[src/rtl/duty_meas_if.sv]
// Signal bundle between the duty-measurement sequencer, the ADC sample path,
// the duty engine and the measurement display.
interface duty_meas_if;
    logic       enable;
    logic [7:0] wave_in;
    logic       sample_vld;
    logic       eng_start;
    logic [7:0] eng_high;
    logic [7:0] eng_low;
    logic       eng_done;
    logic [7:0] eng_duty;
    logic [7:0] duty;
    logic       duty_vld;
    logic       no_signal;

    modport master (
        input  enable, wave_in, sample_vld, eng_done, eng_duty,
        output eng_start, eng_high, eng_low, duty, duty_vld, no_signal
    );

    modport slave (
        output enable, wave_in, sample_vld, eng_done, eng_duty,
        input  eng_start, eng_high, eng_low, duty, duty_vld, no_signal
    );
endinterface

[src/rtl/duty_meas_ctrl.sv]
// Duty-cycle measurement sequencer: scans levels, drives the duty engine,
// averages 2^AVG_LOG2 engine results and flags missing or stalled signals.
module duty_meas_ctrl #(
    parameter int SCAN_LEN  = 1024,
    parameter int MIN_SWING = 16,
    parameter int TIMEOUT   = 65535,
    parameter int AVG_LOG2  = 2
) (
    input  logic        clk,
    input  logic        rst_n,
    duty_meas_if.master bus
);

    localparam int SCAN_W = $clog2(SCAN_LEN + 1);
    localparam int TMR_W  = $clog2(TIMEOUT + 1);
    localparam int RES_W  = AVG_LOG2 + 1;
    localparam int ACC_W  = 8 + AVG_LOG2;
    localparam int N_RES  = 1 << AVG_LOG2;
    localparam int HALF   = (1 << AVG_LOG2) >> 1;

    localparam logic [SCAN_W-1:0] SCAN_LAST = SCAN_W'(SCAN_LEN - 1);
    localparam logic [TMR_W-1:0]  TMR_LAST  = TMR_W'(TIMEOUT - 1);
    localparam logic [TMR_W-1:0]  TMR_ONE   = TMR_W'(1);
    localparam logic [RES_W-1:0]  RES_LAST  = RES_W'(N_RES - 1);
    localparam logic [RES_W-1:0]  RES_ONE   = RES_W'(1);
    localparam logic [SCAN_W-1:0] SCAN_ONE  = SCAN_W'(1);
    localparam logic [ACC_W-1:0]  ACC_HALF  = ACC_W'(HALF);
    localparam logic [7:0]        SWING_MIN = 8'(MIN_SWING);

    typedef enum logic [2:0] {
        S_IDLE   = 3'd0,
        S_SCAN   = 3'd1,
        S_CHECK  = 3'd2,
        S_START  = 3'd3,
        S_WAIT   = 3'd4,
        S_OUTPUT = 3'd5
    } state_e;

    state_e             state_q, state_d;
    logic [7:0]         max_q, max_d, min_q, min_d;
    logic [SCAN_W-1:0]  scan_cnt_q, scan_cnt_d;
    logic [TMR_W-1:0]   timer_q, timer_d;
    logic [RES_W-1:0]   res_cnt_q, res_cnt_d;
    logic [ACC_W-1:0]   acc_q, acc_d;
    logic               eng_start_q, eng_start_d;
    logic [7:0]         eng_high_q, eng_high_d;
    logic [7:0]         eng_low_q, eng_low_d;
    logic [7:0]         duty_q, duty_d;
    logic               duty_vld_q, duty_vld_d;
    logic               no_signal_q, no_signal_d;

    logic [TMR_W-1:0]   timer_inc_s;
    logic [7:0]         swing_s;
    logic [7:0]         result_s;
    logic [ACC_W-1:0]   acc_sum_s;
    logic [7:0]         avg_s;

    // Datapath helpers: swing, clamped result, running sum and rounded average
    always_comb begin
        timer_inc_s = timer_q + TMR_ONE;
        swing_s     = (max_q >= min_q) ? (max_q - min_q) : 8'd0;
        result_s    = (bus.eng_duty > 8'd100) ? 8'd100 : bus.eng_duty;
        acc_sum_s   = acc_q + ACC_W'(result_s);
        avg_s       = 8'((acc_sum_s + ACC_HALF) >> AVG_LOG2);
    end

    // Next-state and next-output computation for the sequencer
    always_comb begin
        state_d     = state_q;
        max_d       = max_q;
        min_d       = min_q;
        scan_cnt_d  = scan_cnt_q;
        timer_d     = timer_q;
        res_cnt_d   = res_cnt_q;
        acc_d       = acc_q;
        eng_start_d = 1'b0;
        eng_high_d  = eng_high_q;
        eng_low_d   = eng_low_q;
        duty_d      = duty_q;
        duty_vld_d  = 1'b0;
        no_signal_d = no_signal_q;

        case (state_q)
            S_IDLE: begin
                max_d      = 8'd0;
                min_d      = 8'd255;
                scan_cnt_d = '0;
                res_cnt_d  = '0;
                acc_d      = '0;
                if (bus.enable) begin
                    state_d = S_SCAN;
                end else begin
                    state_d = S_IDLE;
                end
            end
            S_SCAN: begin
                if (!bus.enable) begin
                    state_d = S_IDLE;
                end else if (bus.sample_vld) begin
                    max_d = (bus.wave_in > max_q) ? bus.wave_in : max_q;
                    min_d = (bus.wave_in < min_q) ? bus.wave_in : min_q;
                    if (scan_cnt_q == SCAN_LAST) begin
                        scan_cnt_d = '0;
                        state_d    = S_CHECK;
                    end else begin
                        scan_cnt_d = scan_cnt_q + SCAN_ONE;
                    end
                end else begin
                    state_d = S_SCAN;
                end
            end
            S_CHECK: begin
                if (!bus.enable) begin
                    state_d = S_IDLE;
                end else if (swing_s < SWING_MIN) begin
                    no_signal_d = 1'b1;
                    state_d     = S_IDLE;
                end else begin
                    eng_high_d  = max_q;
                    eng_low_d   = min_q;
                    eng_start_d = 1'b1;
                    state_d     = S_START;
                end
            end
            S_START: begin
                timer_d = '0;
                if (!bus.enable) begin
                    state_d = S_IDLE;
                end else begin
                    state_d = S_WAIT;
                end
            end
            S_WAIT: begin
                timer_d = timer_inc_s;
                if (!bus.enable) begin
                    state_d = S_IDLE;
                end else if (bus.eng_done) begin
                    // A result arriving on the timeout cycle still counts
                    acc_d     = acc_sum_s;
                    res_cnt_d = res_cnt_q + RES_ONE;
                    if (res_cnt_q == RES_LAST) begin
                        duty_d      = avg_s;
                        duty_vld_d  = 1'b1;
                        no_signal_d = 1'b0;
                        state_d     = S_OUTPUT;
                    end else begin
                        eng_start_d = 1'b1;
                        state_d     = S_START;
                    end
                end else if (timer_inc_s == TMR_LAST) begin
                    no_signal_d = 1'b1;
                    acc_d       = '0;
                    state_d     = S_IDLE;
                end else begin
                    state_d = S_WAIT;
                end
            end
            S_OUTPUT: begin
                state_d = S_IDLE;
            end
            default: begin
                state_d = S_IDLE;
            end
        endcase
    end

    // State and registered outputs
    always_ff @(posedge clk or negedge rst_n) begin
        if (!rst_n) begin
            state_q     <= S_IDLE;
            max_q       <= 8'd0;
            min_q       <= 8'd255;
            scan_cnt_q  <= '0;
            timer_q     <= '0;
            res_cnt_q   <= '0;
            acc_q       <= '0;
            eng_start_q <= 1'b0;
            eng_high_q  <= 8'd0;
            eng_low_q   <= 8'd0;
            duty_q      <= 8'd0;
            duty_vld_q  <= 1'b0;
            no_signal_q <= 1'b0;
        end else begin
            state_q     <= state_d;
            max_q       <= max_d;
            min_q       <= min_d;
            scan_cnt_q  <= scan_cnt_d;
            timer_q     <= timer_d;
            res_cnt_q   <= res_cnt_d;
            acc_q       <= acc_d;
            eng_start_q <= eng_start_d;
            eng_high_q  <= eng_high_d;
            eng_low_q   <= eng_low_d;
            duty_q      <= duty_d;
            duty_vld_q  <= duty_vld_d;
            no_signal_q <= no_signal_d;
        end
    end

    assign bus.eng_start = eng_start_q;
    assign bus.eng_high  = eng_high_q;
    assign bus.eng_low   = eng_low_q;
    assign bus.duty      = duty_q;
    assign bus.duty_vld  = duty_vld_q;
    assign bus.no_signal = no_signal_q;

endmodule

[src/flat_wrapper.sv]
// flat-port wrapper written by rule: the top's interface ports become plain ports
module duty_meas_ctrl_flat 
#(
    parameter int SCAN_LEN  = 1024,
    parameter int MIN_SWING = 16,
    parameter int TIMEOUT   = 65535,
    parameter int AVG_LOG2  = 2
)
  (clk, rst_n, bus_enable, bus_wave_in, bus_sample_vld, bus_eng_done, bus_eng_duty, bus_eng_start, bus_eng_high, bus_eng_low, bus_duty, bus_duty_vld, bus_no_signal);
  duty_meas_if bus_i ();
  input  logic clk;
  input  logic rst_n;
  input wire logic [$bits(bus_i.enable)-1:0] bus_enable;
  input wire logic [$bits(bus_i.wave_in)-1:0] bus_wave_in;
  input wire logic [$bits(bus_i.sample_vld)-1:0] bus_sample_vld;
  input wire logic [$bits(bus_i.eng_done)-1:0] bus_eng_done;
  input wire logic [$bits(bus_i.eng_duty)-1:0] bus_eng_duty;
  output wire logic [$bits(bus_i.eng_start)-1:0] bus_eng_start;
  output wire logic [$bits(bus_i.eng_high)-1:0] bus_eng_high;
  output wire logic [$bits(bus_i.eng_low)-1:0] bus_eng_low;
  output wire logic [$bits(bus_i.duty)-1:0] bus_duty;
  output wire logic [$bits(bus_i.duty_vld)-1:0] bus_duty_vld;
  output wire logic [$bits(bus_i.no_signal)-1:0] bus_no_signal;
  assign bus_i.enable = bus_enable;
  assign bus_i.wave_in = bus_wave_in;
  assign bus_i.sample_vld = bus_sample_vld;
  assign bus_i.eng_done = bus_eng_done;
  assign bus_i.eng_duty = bus_eng_duty;
  assign bus_eng_start = bus_i.eng_start;
  assign bus_eng_high = bus_i.eng_high;
  assign bus_eng_low = bus_i.eng_low;
  assign bus_duty = bus_i.duty;
  assign bus_duty_vld = bus_i.duty_vld;
  assign bus_no_signal = bus_i.no_signal;
  duty_meas_ctrl #(.SCAN_LEN(SCAN_LEN), .MIN_SWING(MIN_SWING), .TIMEOUT(TIMEOUT), .AVG_LOG2(AVG_LOG2)) u_core (.clk(clk), .rst_n(rst_n), .bus(bus_i));
endmodule
[config.mk]
export PLATFORM = sky130hd
export DESIGN_NAME = duty_meas_ctrl_flat
export DESIGN_NICKNAME = d
export VERILOG_FILES = /design/src/rtl/duty_meas_if.sv /design/src/rtl/duty_meas_ctrl.sv /design/src/flat_wrapper.sv
export SDC_FILE = /design/constraint.sdc
export NUM_CORES = 1
export LEC_CHECK = 0
export CORE_UTILIZATION = 60
export CTS_BUF_LIST = sky130_fd_sc_hd__clkbuf_2
export DETAILED_ROUTE_END_ITERATION = 10
export PLACE_DENSITY = 0.8
export SLEW_MARGIN = 20
export SYNTH_ARGS = -nofsm -noshare
export SYNTH_HDL_FRONTEND = slang
export SYNTH_SLANG_ARGS = --single-unit
[constraint.sdc]
create_clock -name clk -period 2.76 [get_ports clk]
set_input_delay 0.552 -clock clk [delete_from_list [all_inputs] [get_ports clk]]
set_output_delay 0.552 -clock clk [all_outputs]
set_load 0.02 [all_outputs]
## Word level (Yosys, flattened, before mapping)

Index checks and enable logic that the tools add are counted.

| operators by class | value |
|---|---|
| eq/ne operators | 18 |
| muxes and demuxes | 51 |
| reductions and logical operators | 13 |
| add/subtract/negate cells | 6 |
| order comparisons | 5 |
| bitwise logic cells | 1 |

Operator list:

| kind | number |
|---|---|
| $mux W8 | 8 |
| $mux W11 | 3 |
| $mux W3 | 11 |
| $pmux W16 S2 | 1 |
| $pmux W8 S2 | 2 |
| $mux W10 | 3 |
| $pmux W11 S2 | 1 |
| $pmux W10 S2 | 1 |
| $add A16 B1 Y16 const B | 1 |
| $eq A16 B16 Y1 const B | 1 |
| $mux W1 | 16 |
| $pmux W3 S5 | 1 |
| $reduce_and A3 Y1 | 4 |
| $reduce_and A4 Y1 | 3 |
| $add A11 B1 Y11 const B | 1 |
| $eq A11 B10 Y1 const B | 1 |
| $add A10 B2 Y10 const B | 1 |
| $add A10 B8 Y10 | 1 |
| $ne A2 B2 Y1 const B | 5 |
| $eq A3 B2 Y1 const B | 3 |
| $ge A8 B8 Y1 | 1 |
| $gt A8 B7 Y1 const B | 1 |
| $gt A8 B8 Y1 | 1 |
| $lt A8 B5 Y1 const B | 1 |
| 15 further kinds | 22 |

| word-level totals | value |
|---|---|
| output and inout bits | 27 |
| register bits after elaboration | 86 |
| logic and storage cells | 107 |
| input bits | 21 |

## Longest topological paths before layout

Gate-level depths: netlist (run 1).

| depth | value |
|---|---|
| depth in word-level cells | 6 |
| depth in mapped cells | 13 |
| depth with buffers taken out | 13 |

## Worst setup path before layout (run 1)

Ideal clock, no wire load.

| path | value |
|---|---|
| path type | input to register |
| start point | input port bus_eng_duty[0] |
| end point | register u_core.duty_q[7] (netlist: u_core.bus.duty[7]) |
| buffers on the path | 0 |
| path slack | -0.275 ns |
| required time | 2.631 ns |
| data arrival time | 2.906 ns |
| stages on the path | 13 |
| setup time | 0.129 ns |
| path through | o21ai_0 nand2_1 a31oi_1 and2_1 ha_1 fa_1 a21o_1 a221oi_1 xnor2_1 nand3_1 nor4_1 xor2_1 o21ai_0 |

| between the ends | value |
|---|---|
| cells in the longest elaborated chain, start to end | 4 |

Ends and longest elaborated chain:

| item | RTL line | RTL |
|---|---|---|
| from (decl) | flat_wrapper.sv:17 | `input wire logic [$bits(bus_i.eng_duty)-1:0] bus_eng_duty;` |
| $gt A8 B7 Y1 | duty_meas_ctrl.sv:62 | `result_s = (bus.eng_duty > 8'd100) ? 8'd100 : bus.eng_duty;` |
| $mux W8 (*) | duty_meas_ctrl.sv:62 |  |
| $add A10 B8 Y10 (*) | duty_meas_ctrl.sv:63 | `acc_sum_s = acc_q + ACC_W'(result_s);` |
| $add A10 B2 Y10 (*) | duty_meas_ctrl.sv:64 | `avg_s = 8'((acc_sum_s + ACC_HALF) >> AVG_LOG2);` |
| to (signal assigned) | duty_meas_ctrl.sv:194 | `duty_q <= duty_d;` |
| to (decl) | duty_meas_ctrl.sv:48 | `logic [7:0] duty_q, duty_d;` |

Mark *: on every way between the ends. The rest lies on a longest branch, timed or not.
A chain may end at the register's enable or synchronous reset.

## Worst setup path after layout (run 1)

| path | value |
|---|---|
| start point | input port bus_eng_duty[1] |
| end point | register u_core.duty_q[7] (netlist: u_core.bus.duty[7]) |

The elaborated chain is that of the path after synthesis.

==> impl_metrics.csv, run 1 <==
group,metric,value,unit
global_routing,use_met2,0.512,
clock_tree,clock_sinks,86,
floorplanning,die_w,96.1,um
sta,tightest_slew,0.778,ns
drt,drtAntennaViolNets,0,
floorplanning,floorplan.die_area,9240,um2
floorplanning,io_pins,48,
logic_synthesis,synthCells,560,
logic_synthesis,syn_area,5320,um2
cells_and_area,multiInputGateArea,3030,um2
sta,hold_slack,0.453,ns
worst_setup_path,critical_path_class,"in2reg",
power_and_ir_drop,p_per_area,491,nW/um2
cells_and_area,fillers,578,
sta,hold_viol_final,0,
cells_and_area,antenna_cells,0,
clock_tree,numCtsBuffers,9,
logic_synthesis,yosys_warnings,0,
logic_synthesis,synth-seq-area-share,0.407,
cells_and_area,layoutNonFillerInstCount,755,
sta,rsz0062_at_grt,"yes",
drt,wire_per_inst,16.9,um
placement,place_inst,735,
power_and_ir_drop,p_leak,3.04,nW
worst_setup_path,end_kind,"register",
logic_synthesis,synthDistinctLibCells,69,
clock_tree,clkTransAtPathRegs,0.27,ns
cells_and_area,fin_area,6440,um2
sta,fin_crit_sh,0.973,
global_routing,grt_pass1_vias,4583,
global_routing,met1_usage,0.365,
global_routing,overflow,0,
global_routing,busiest_layer,"met2",
sta,drv_slew,0,
global_routing,antenna_found_initial,0,
logic_synthesis,syn_nets,620,
sta,slew_headroom,0.479,
floorplanning,coreArea,8380,um2
clock_tree,root_buffer,"clkbuf_2",
drt,routed_wl,12800,um
clock_tree,clockBufferDepth,2,
floorplanning,start_util,0.634,
logic_synthesis,synth_ff_type,"dfrtp_1",
global_routing,grt_max_degree,48,
sta,finalSetupViolCount,0,
drt,firstDrtPassIters,6,
placement,gp_congestion,0.998,
cells_and_area,area_growth,21.2,%
clock_tree,htreeDepth,3,
logic_synthesis,synth_enable_flop_cells,0,
floorplanning,die_y,96.1,um
global_routing,grt_usage,0.294,
placement,place_hpwl,9110,um
worst_setup_path,critPathLaunchType,"input port",
drt,viasPerCell,6.15,
hold_path,min_path_type,"in2async",
drt,via_count,4646,
drt,dr.first_iter.drc_count,189,
power_and_ir_drop,max-vdd-ir-drop,397,uV
worst_setup_path,critical_path_arrival,3.14,ns
clock_tree,clk_latency,0.57,ns
sta,fmaxAchievable,0.372,GHz
sta,fin_tns_setup,0,ns
job,cap_violations,0,
logic_synthesis,ys_seq_elements,86,
cells_and_area,drive_above_1_share,0.198,
placement,port_buffers,47,
cells_and_area,layout.nets,705,
run_status,status,"finished clean",
cells_and_area,seqCellArea,2160,um2
logic_synthesis,async_flop_share,1.00,
sta,clock-skew-final,0.0424,ns
clock_tree,cts_tree,"yes",
placement,post_dp_cell_area,6210,um2
worst_setup_path,cp.required,3.21,ns
worst_setup_path,path_max_fanout,5,
drt,drc_errors,0,
sta,min_period,2.69,ns
global_routing,grt_pass1_wl,20800,um
floorplanning,rows,33,
logic_synthesis,avgSynthCellArea,9.49,um2
global_routing,use_met3,0.0363,
-- state kept, by name (all words and copies together) (netlist names) --
name and count:
u_core.timer_q 16, u_core.scan_cnt_q 11, u_core.acc_q 10, u_core.bus.duty 8, u_core.bus.eng_high 8, u_core.bus.eng_low 8
u_core.max_q 8, u_core.min_q 8, u_core.res_cnt_q 3, u_core.state_q 3, u_core.bus.duty_vld 1, u_core.bus.eng_start 1
u_core.bus.no_signal 1
-- Yosys cell counts, drive strengths merged, types with 3 or more instances --
cell     instances  area share
a211oi           4      0.0066
a21boi           4      0.0056
a21o             9       0.013
a21oi           18       0.017
a221oi           5      0.0082
a22o            10       0.017
a22oi            9       0.013
a31oi           10       0.012
and2             9       0.011
and3             5      0.0059
and4             3      0.0049
buf             10       0.012
clkbuf           9      0.0068
dfrtp           78        0.37
dfstp            8       0.040
ha              38       0.089
inv             38       0.027
mux2            18       0.038
mux2i            8       0.015
nand2           61       0.044
nand2b           4      0.0047
nand3           14       0.016
nand4            7      0.0082
nor2            30       0.021
nor3            12       0.011
nor3b            5      0.0071
nor4             4      0.0059
nor4b            3      0.0078
o21a             4      0.0056
o21ai           57       0.054
o2bb2ai          3      0.0049
o311ai           3      0.0049
o31ai           10       0.017
or2              5      0.0059
or4              3      0.0042
xnor2            7       0.012
xor2             9       0.015
-- per-stage QoR --
| stage | utilization | power, mW | setup slack (ns) |
|---|---|---|---|
| after floorplan | - | 2.06 | -0.0635 |
| after global placement | 0.741 | 2.39 | -0.609 |
| after detailed placement | 0.741 | 2.45 | -0.719 |
| after CTS | 0.762 | 3.14 | 0.0423 |
| after global routing | 0.768 | 3.34 | -0.00899 |
| final | 0.768 | 3.16 | 0.0740 |
-- final cells by class --
| class | instances | share of cell area |
|---|---|---|
| well taps | 105 | 0.0204 |
| repair buffers | 93 | 0.132 |
| inverters | 38 | 0.0221 |
| clock buffers | 10 | 0.00777 |
| flip-flops and latches | 86 | 0.336 |
| clock inverters | 6 | 0.0111 |
| multi-input cells | 417 | 0.471 |
-- worst max-delay path: stages --
cell and delay [ns]:
dlygate4sd2_1 0.23, o21ai_2 0.06, nand2_2 0.08, a31oi_4 0.11, and2_4 0.20, ha_4 0.15
fa_2 0.33, a21o_1 0.24, a221oi_2 0.35, xnor2_2 0.18, nand3_2 0.13, nor4_2 0.27
xor2_1 0.17, o21ai_1 0.07
-- layout by cell type, fill, tap and decap left out, types with 9 or more instances in the layout --
master | netlist | routed
o21ai_0 | 55 | 48
nor2_1 | 30 | 29
mux2_2 | 18 | 18
clkdlybuf4s50_1 | 0 | 38
xor2_1 | 9 | 9
inv_1 | 38 | 38
o31ai_1 | 9 | 9
ha_1 | 38 | 37
dfrtp_1 | 78 | 78
a21oi_1 | 18 | 17
clkbuf_2 | 2 | 11
a31oi_1 | 10 | 9
nand2_1 | 60 | 59
buf_4 | 3 | 43
nand3_1 | 11 | 10
nor3_1 | 12 | 11
a22oi_1 | 9 | 9
-- final timing paths --
kind	from	end	slack [ns]	cells past startpoint
hold / removal	rst_n	u_core.bus.eng_low[7]$_DFFE_PN0P_	0.45	2
setup reg to reg	u_core.min_q[1]$_DFFE_PN1P_	u_core.bus.eng_high[2]$_DFFE_PN0P_	0.09	10
hold reg to reg	u_core.bus.duty[2]$_DFFE_PN0P_	u_core.bus.duty[2]$_DFFE_PN0P_	0.51	2
max in group asynchronous	rst_n	u_core.min_q[6]$_DFFE_PN1P_	1.62	3
setup / recovery	bus_eng_duty[1]	u_core.bus.duty[7]$_DFFE_PN0P_	0.07	14
min in group clk	u_core.bus.duty[2]$_DFFE_PN0P_	u_core.bus.duty[2]$_DFFE_PN0P_	0.51	2
-- power breakdown --
part           internal, mW  switching, mW
clock network         0.221          0.470
registers              1.38         0.0864
logic                 0.453          0.551
-- routing by layer --
metal  wire [um]  vias up
met5           0        -
met1        5360     2255
li1            -     2212
met4         375        0
met2        6450      141
met3         588       38
-- logic make-up after synthesis --
family,after synthesis,synth area share
buffers and inverters,57,0.0457
adder cells (fa/ha/maj),39,0.0932
AO/OA/AOI/OAI,165,0.210
AND/OR/NAND/NOR,170,0.164
XOR/XNOR,16,0.0264
other,1,0.000705
flip-flops,86,0.407
multiplexers,26,0.0532
-- what timing repair did --
item / CTS / global route
endpoints found under the setup margin: 22 / 11
buffers inserted: 3 / 0
hold buffers: 1 / 0
endpoints found under the hold margin: 32 / 0
resized for setup: 13 / 17
pin swaps: 12 / 6
No activity file was read; power rests on OpenSTA's default activity.
==> inputs of run 2 (changes only) <==
--- a/config.mk
+++ b/config.mk
@@ -5,10 +5,10 @@
 export SDC_FILE = /design/constraint.sdc
 export NUM_CORES = 1
 export LEC_CHECK = 0
-export CORE_UTILIZATION = 60
+export CORE_UTILIZATION = 45
 export CTS_BUF_LIST = sky130_fd_sc_hd__clkbuf_2
 export DETAILED_ROUTE_END_ITERATION = 10
-export PLACE_DENSITY = 0.8
+export PLACE_DENSITY = 0.62
 export SLEW_MARGIN = 20
 export SYNTH_ARGS = -nofsm -noshare
 export SYNTH_HDL_FRONTEND = slang
==> constraint.sdc (replaced) <==
create_clock -name clk -period 2.76 [get_ports clk]
set_input_delay 0.552 -clock clk [delete_from_list [all_inputs] [get_ports clk]]
set_output_delay 0.552 -clock clk [all_outputs]
set_load 0.05 [all_outputs]
==> impl_metrics.csv, run 2 (same netlist as run 1, synthesis figures left out) <==
group,metric,value,unit
worst_setup_path,cp.required,3.26,ns
sta,min_period,2.63,ns
power_and_ir_drop,p_per_area,488,nW/um2
sta,slew_headroom,0.383,
clock_tree,htreeDepth,3,
cells_and_area,layout.nets,708,
power_and_ir_drop,power,3.16,mW
placement,dp_slack,-0.684,ns
clock_tree,clock_sinks,86,
floorplanning,start_util,0.464,
worst_setup_path,path_depth,12,
placement,gp_congestion,0.908,
drt,dr.first_iter.drc_count,251,
sta,rsz0062_at_grt,"no",
global_routing,grt_pass1_wl,21400,um
cells_and_area,regMostFlops,"u_core.timer_q",
sta,hold_viol_final,0,
sta,hold_slack,0.473,ns
sta,clock-skew-final,0.0182,ns
drt,via_count,4556,
floorplanning,rows,39,
cells_and_area,final_cell_mix,"78 x dfrtp_1, 59 x nand2_1, 50 x o21ai_0",
global_routing,grt_pass1_vias,4506,
drt,firstDrtPassIters,4,
global_routing,grt_usage,0.214,
worst_setup_path,r2r_cells,8,
floorplanning,io_pins,48,
clock_tree,numCtsBuffers,9,
clock_tree,clockBufferDepth,2,
drt,drc_errors,0,
worst_setup_path,end_kind,"register",
floorplanning,die_w,111,um
job,cap_violations,0,
worst_setup_path,path_cells,"clkdlybuf4s50_1 > a31oi_4 > and2_4 > ha_2 > fa_2 > a21o_1 > a221oi_2 > xnor2_1 > nand3_2 > nor4_4 > xor2_1 > o21ai_1",
global_routing,overflow,0,
worst_setup_path,critical_path_arrival,3.13,ns
sta,postLayoutSetupSlackWorst,0.132,ns
global_routing,grt_max_degree,45,
placement,place_hpwl,9150,um
drt,wire_per_inst,15.7,um
hold_path,min_path_type,"in2async",
drt,routed_wl,12500,um
cells_and_area,area_growth,21.9,%
sta,drv_slew,0,
worst_setup_path,critPathLaunchType,"input port",
worst_setup_path,cp_slowest_stage_delay,0.53,ns
floorplanning,floorplan.die_area,12300,um2
power_and_ir_drop,max-vdd-ir-drop,344,uV
global_routing,antenna_found_initial,1,
worst_setup_path,critical_path.top_delay_family,"compound AO/OA/AOI/OAI gates",
cells_and_area,largest_reg_flops,16,
sta,finalSetupViolCount,0,
clock_tree,root_buffer,"clkbuf_2",
worst_setup_path,slowest_stage,"clkdlybuf4s50_1",
drt,drtAntennaViolNets,0,
sta,fmaxAchievable,0.381,GHz
power_and_ir_drop,p_leak,3.08,nW
cells_and_area,fillers,1036,
clock_tree,cts_tree,"yes",
floorplanning,die_y,111,um
worst_setup_path,critPathBufInv,1,
run_status,status,"finished clean",
cells_and_area,drive_above_1_share,0.196,
sta,fin_crit_sh,0.952,
worst_setup_path,path_max_fanout,5,
cells_and_area,layout_commonest_cell,"dfrtp_1",
clock_tree,clkTransAtPathRegs,0.23,ns
sta,tightest_slew,0.922,ns
floorplanning,coreArea,11500,um2
worst_setup_path,critical_path_class,"in2reg",
placement,port_buffers,47,
clock_tree,clk_latency,0.59,ns
drt,viasPerCell,5.72,
cells_and_area,reg.largest.list,"u_core.timer_q x16, u_core.scan_cnt_q x11, u_core.acc_q x10",
==> run 2: layer usage <==
metal,share of wire,GRT usage
met4,0.015,0.0889
met3,0.032,0.0377
met2,0.48,0.357
met5,0,0
met1,0.47,0.275
==> run 2: per-stage QoR <==
| step | area (um2) | util | TNS, ns | instances |
|---|---|---|---|---|
| final | 6480 | 0.565 | 0 | 797 |
| after global routing | 6480 | 0.565 | 0 | 797 |
| after CTS | 6390 | 0.557 | 0 | 795 |
| after detailed placement | 6270 | 0.547 | -5.95 | 778 |
| after global placement | 6270 | 0.547 | -4.97 | 778 |
| after floorplan | 5360 | - | -0.0904 | 560 |
==> run 2: worst reg2reg max path, delay by kind of cell, from the launching register on <==
| kind | cells | cell delay (ns) |
|---|---|---|
| compound gates | 4 | 0.91 |
| simple gates | 2 | 0.67 |
| flops | 1 | 0.44 |
| fa+ha+maj | 1 | 0.30 |
| buf+inv | 1 | 0.18 |
==> run 2: path summary, 6_finish.rpt <==
| kind | slack (ns) | endpoint | start |
|---|---|---|---|
| setup / recovery | 0.13 | u_core.bus.duty[7]$_DFFE_PN0P_ | bus_eng_duty[7] |
| hold reg to reg | 0.50 | u_core.bus.duty[2]$_DFFE_PN0P_ | u_core.bus.duty[2]$_DFFE_PN0P_ |
| max in group asynchronous | 1.58 | u_core.min_q[1]$_DFFE_PN1P_ | rst_n |
| min in group clk | 0.50 | u_core.bus.duty[2]$_DFFE_PN0P_ | u_core.bus.duty[2]$_DFFE_PN0P_ |
| setup reg to reg | 0.18 | u_core.acc_q[4]$_DFFE_PN0P_ | u_core.timer_q[0]$_DFFE_PN0P_ |
| hold / removal | 0.47 | u_core.timer_q[14]$_DFFE_PN0P_ | rst_n |
==> run 2: timing repair <==
item	in CTS	in global routing
hold endpoints to repair	38	0
resized for setup	1	20
cloned	0	0
setup endpoints to repair	1	22
pin swaps	0	11
hold buffers	1	0
setup buffers	0	1
==> run 2: cell type report <==
type | count | area (um2) | share of cell area
flip-flops and latches | 86 | 2160 | 0.334
diodes | 1 | 2.50 | 0.000386
inverters | 38 | 143 | 0.0220
repair buffers | 96 | 868 | 0.134
well taps | 143 | 179 | 0.0276
clock buffers | 11 | 55.1 | 0.00850
clock inverters | 5 | 52.6 | 0.00811
multi-input cells | 417 | 3020 | 0.466
==> run 2: report_power, final <==
part / leakage (nW) / total (mW) / internal, mW / switching [mW]
sequential: 1.16 / 1.47 / 1.38 / 0.0897
clock: 0.0717 / 0.656 / 0.212 / 0.445
combinational: 1.85 / 1.04 / 0.440 / 0.598
total: 3.08 / 3.16 / 2.03 / 1.13
==> inputs of run 3 (changes only) <==
--- a/config.mk
+++ b/config.mk
@@ -5,6 +5,7 @@
 export SDC_FILE = /design/constraint.sdc
 export NUM_CORES = 1
 export LEC_CHECK = 0
+export ABC_AREA = 1
 export CORE_UTILIZATION = 45
 export CTS_BUF_LIST = sky130_fd_sc_hd__clkbuf_2
 export DETAILED_ROUTE_END_ITERATION = 10
==> impl_metrics.csv, run 3 <==
group,metric,value,unit
run_status,status,"finished, violations left",
run_status,violations,"DRC",
drt,top_layer,"met4",
global_routing,grt_max_degree,44,
sta,tightest_slew,0.561,ns
floorplanning,io_pins,48,
sta,hold_viol_final,0,
clock_tree,clockBufferDepth,2,
power_and_ir_drop,p_leak,3.22,nW
global_routing,overflow,0,
cells_and_area,area_growth,20.1,%
logic_synthesis,synth_compound_area_frac,0.117,
cells_and_area,reg.largest.list,"u_core.timer_q x16, u_core.scan_cnt_q x11, u_core.acc_q x10",
drt,wire_per_inst,13.1,um
cells_and_area,final_cell_mix,"197 x nand2_1, 90 x inv_1, 78 x dfrtp_1",
placement,port_buffers,47,
cells_and_area,layout.nets,861,
logic_synthesis,synthSimpleGateAreaFrac,0.281,
cells_and_area,fin_area,6430,um2
logic_synthesis,synth_enable_flop_cells,0,
logic_synthesis,synth-seq-area-share,0.404,
logic_synthesis,synth_most_common_cell,"nand2_1",
cells_and_area,antenna_cells,0,
logic_synthesis,synth-xor-area-share,0.0229,
worst_setup_path,r2r_cells,14,
global_routing,grt_pass1_vias,4657,
worst_setup_path,path_depth,16,
logic_synthesis,synthDistinctLibCells,44,
logic_synthesis,synthTopCellsByCount,"198 x nand2_1, 90 x inv_1, 78 x dfrtp_1, 53 x nor2_1, 53 x o21ai_0",
drt,met3_length,379,um
floorplanning,rows,39,
global_routing,antenna_found_initial,0,
worst_setup_path,critical_path.top_delay_family,"buffers and inverters",
worst_setup_path,path_max_fanout,5,
cells_and_area,drive_above_1_share,0.129,
cells_and_area,fillers,1115,
floorplanning,floorplan.die_area,12300,um2
sta,rsz0062_at_grt,"yes",
clock_tree,clk_latency,0.58,ns
logic_synthesis,synthAdderAreaFrac,0.0925,
power_and_ir_drop,p_per_area,617,nW/um2
worst_setup_path,cp_common_cell,"inv_1",
hold_path,min_path_type,"in2async",
drt,routed_wl,12400,um
worst_setup_path,path_cells,"clkdlybuf4s50_1 > o21ai_2 > nand3_1 > a31oi_1 > inv_1 > nor2_1 > ha_1 > fa_1 > xnor2_1 > inv_1 > ha_1 > inv_1 > nor2_2 > buf_4 > buf_4 > o31ai_1",
sta,clock-skew-final,0.0242,ns
logic_synthesis,yosys_warnings,0,
floorplanning,die_y,111,um
logic_synthesis,syn_area,5360,um2
worst_setup_path,cp.required,3.27,ns
sta,finalSetupViolCount,0,
logic_synthesis,ys_seq_elements,86,
floorplanning,start_util,0.465,
logic_synthesis,syn_nets,770,
clock_tree,root_buffer,"clkbuf_2",
worst_setup_path,end_kind,"register",
worst_setup_path,cp_slowest_stage_delay,0.50,ns
floorplanning,coreArea,11500,um2
worst_setup_path,critPathLaunchType,"input port",
drt,via_count,4798,
worst_setup_path,critPathBufInv,6,
logic_synthesis,avgSynthCellArea,7.54,um2
placement,gp_congestion,0.902,
logic_synthesis,synth_top_family_by_area,"simple AND/OR/NAND/NOR gates",
power_and_ir_drop,max-vdd-ir-drop,284,uV
cells_and_area,regMostFlops,"u_core.timer_q",
sta,slew_headroom,0.626,
placement,post_dp_cell_area,6270,um2
logic_synthesis,synth_top_area_share,0.364,
drt,drtAntennaViolNets,0,
logic_synthesis,synth_area_leaders,"dfrtp_1 36%, nand2_1 14%, ha_1 8.9%",
clock_tree,numCtsBuffers,9,
sta,fmaxAchievable,0.373,GHz
logic_synthesis,async_flop_share,1.00,
job,cap_violations,0,
drt,dr.first_iter.drc_count,261,
cells_and_area,largest_reg_flops,16,
clock_tree,cts_tree,"yes",
clock_tree,clkTransAtPathRegs,0.22,ns
placement,dp_slack,-0.627,ns
sta,fin_crit_sh,0.972,
sta,min_period,2.68,ns
clock_tree,htreeDepth,3,
global_routing,grt_pass1_wl,21700,um
logic_synthesis,synth_ff_type,"dfrtp_1",
drt,wl_met2,5890,um
drt,viasPerCell,5.07,
drt,wl_met1,5930,um
sta,postLayoutSetupSlackWorst,0.0779,ns
logic_synthesis,synth_top_area_cell,"dfrtp_1",
sta,drv_slew,0,
worst_setup_path,slowest_stage,"clkdlybuf4s50_1",
logic_synthesis,synth_mux_area_frac,0,
drt,drc_errors,2,
logic_synthesis,synthCells,710,
placement,place_hpwl,9490,um
worst_setup_path,critical_path_class,"in2reg",
drt,firstDrtPassIters,8,
global_routing,grt_usage,0.219,
worst_setup_path,critical_path_arrival,3.19,ns
clock_tree,clock_sinks,86,
cells_and_area,layout_commonest_cell,"nand2_1",
floorplanning,die_w,111,um
-- run 3: cell count changes in the layout (fill, tap and decap cells not counted), sizes merged, moves of 9 or more --
cell and change:
a21oi +11, mux2 -18, inv +60, nand2 +144
nand3 +25, a22oi -9, nor2 +33
-- run 3: worst reg2reg max path, delay by kind of cell (launching register included) --
kind            cells  cell delay, ns
flops               1            0.57
simple gates        9            0.75
buf+inv             2            0.26
compound gates      2            0.36
fa+ha+maj           1            0.36
-- run 3: cell type report --
cell class              instances  area (um2)  area share
inverters                      99         374      0.0581
flip-flops and latches         86        2160       0.336
clock buffers                  10        50.0     0.00778
clock inverters                 4        16.3     0.00253
well taps                     143         179      0.0278
repair buffers                 91         826       0.128
multi-input cells             514        2830       0.439
-- run 3: what timing repair did --
item / CTS / global route
setup endpoints to repair: 0 / 9
buffers inserted: 0 / 1
hold endpoints to repair: 40 / 0
gates resized for setup: 0 / 15
hold buffers: 1 / 0
-- run 3: cell families after synthesis --
kind of cell | Yosys count
AO/OA/AOI/OAI | 115
XOR/XNOR | 14
adder cells (fa/ha/maj) | 39
buffers and inverters | 110
flip-flops | 86
other | 1
AND/OR/NAND/NOR | 345
-- run 3: power by group --
part           internal (mW)  total (mW)  switching, mW  leakage [nW]
logic                  0.636        1.85           1.21          2.02
clock network          0.103       0.534          0.431        0.0501
registers               1.47        1.58          0.114          1.15
-- run 3: worst paths after layout --
| kind | startpoint | to | slack, ns |
|---|---|---|---|
| max | bus_eng_duty[2] | u_core.bus.duty[1]$_DFFE_PN0P_ | 0.08 |
| min in group clk | u_core.bus.duty[0]$_DFFE_PN0P_ | u_core.bus.duty[0]$_DFFE_PN0P_ | 0.51 |
| max reg2reg | u_core.min_q[2]$_DFFE_PN1P_ | u_core.bus.eng_high[2]$_DFFE_PN0P_ | 0.39 |
| min reg2reg | u_core.bus.duty[0]$_DFFE_PN0P_ | u_core.bus.duty[0]$_DFFE_PN0P_ | 0.51 |
| max in group asynchronous | rst_n | u_core.min_q[5]$_DFFE_PN1P_ | 1.44 |
| min | rst_n | u_core.bus.eng_high[1]$_DFFE_PN0P_ | 0.47 |
-- run 3: through the flow --
| stage | utilization | power, mW | TNS, ns | hold WS [ns] | std cells |
|---|---|---|---|---|---|
| final | 0.559 | 3.97 | 0 | 0.473 | 947 |
| after detailed placement | 0.545 | 3.45 | -6.11 | 0.464 | 931 |
| after global routing | 0.559 | 4.31 | -0.0826 | 0.444 | 947 |
| after floorplan | - | 2.87 | 0 | 0.256 | 710 |
| after CTS | 0.551 | 3.99 | 0 | 0.449 | 946 |
| after global placement | 0.545 | 3.41 | -4.73 | 0.461 | 931 |
-- run 3: routing by layer --
layer  track usage  vias up
li1              -     2484
met1         0.286     2222
met2         0.364       77
met3        0.0432       15
met4        0.0739        0
met5             0        -
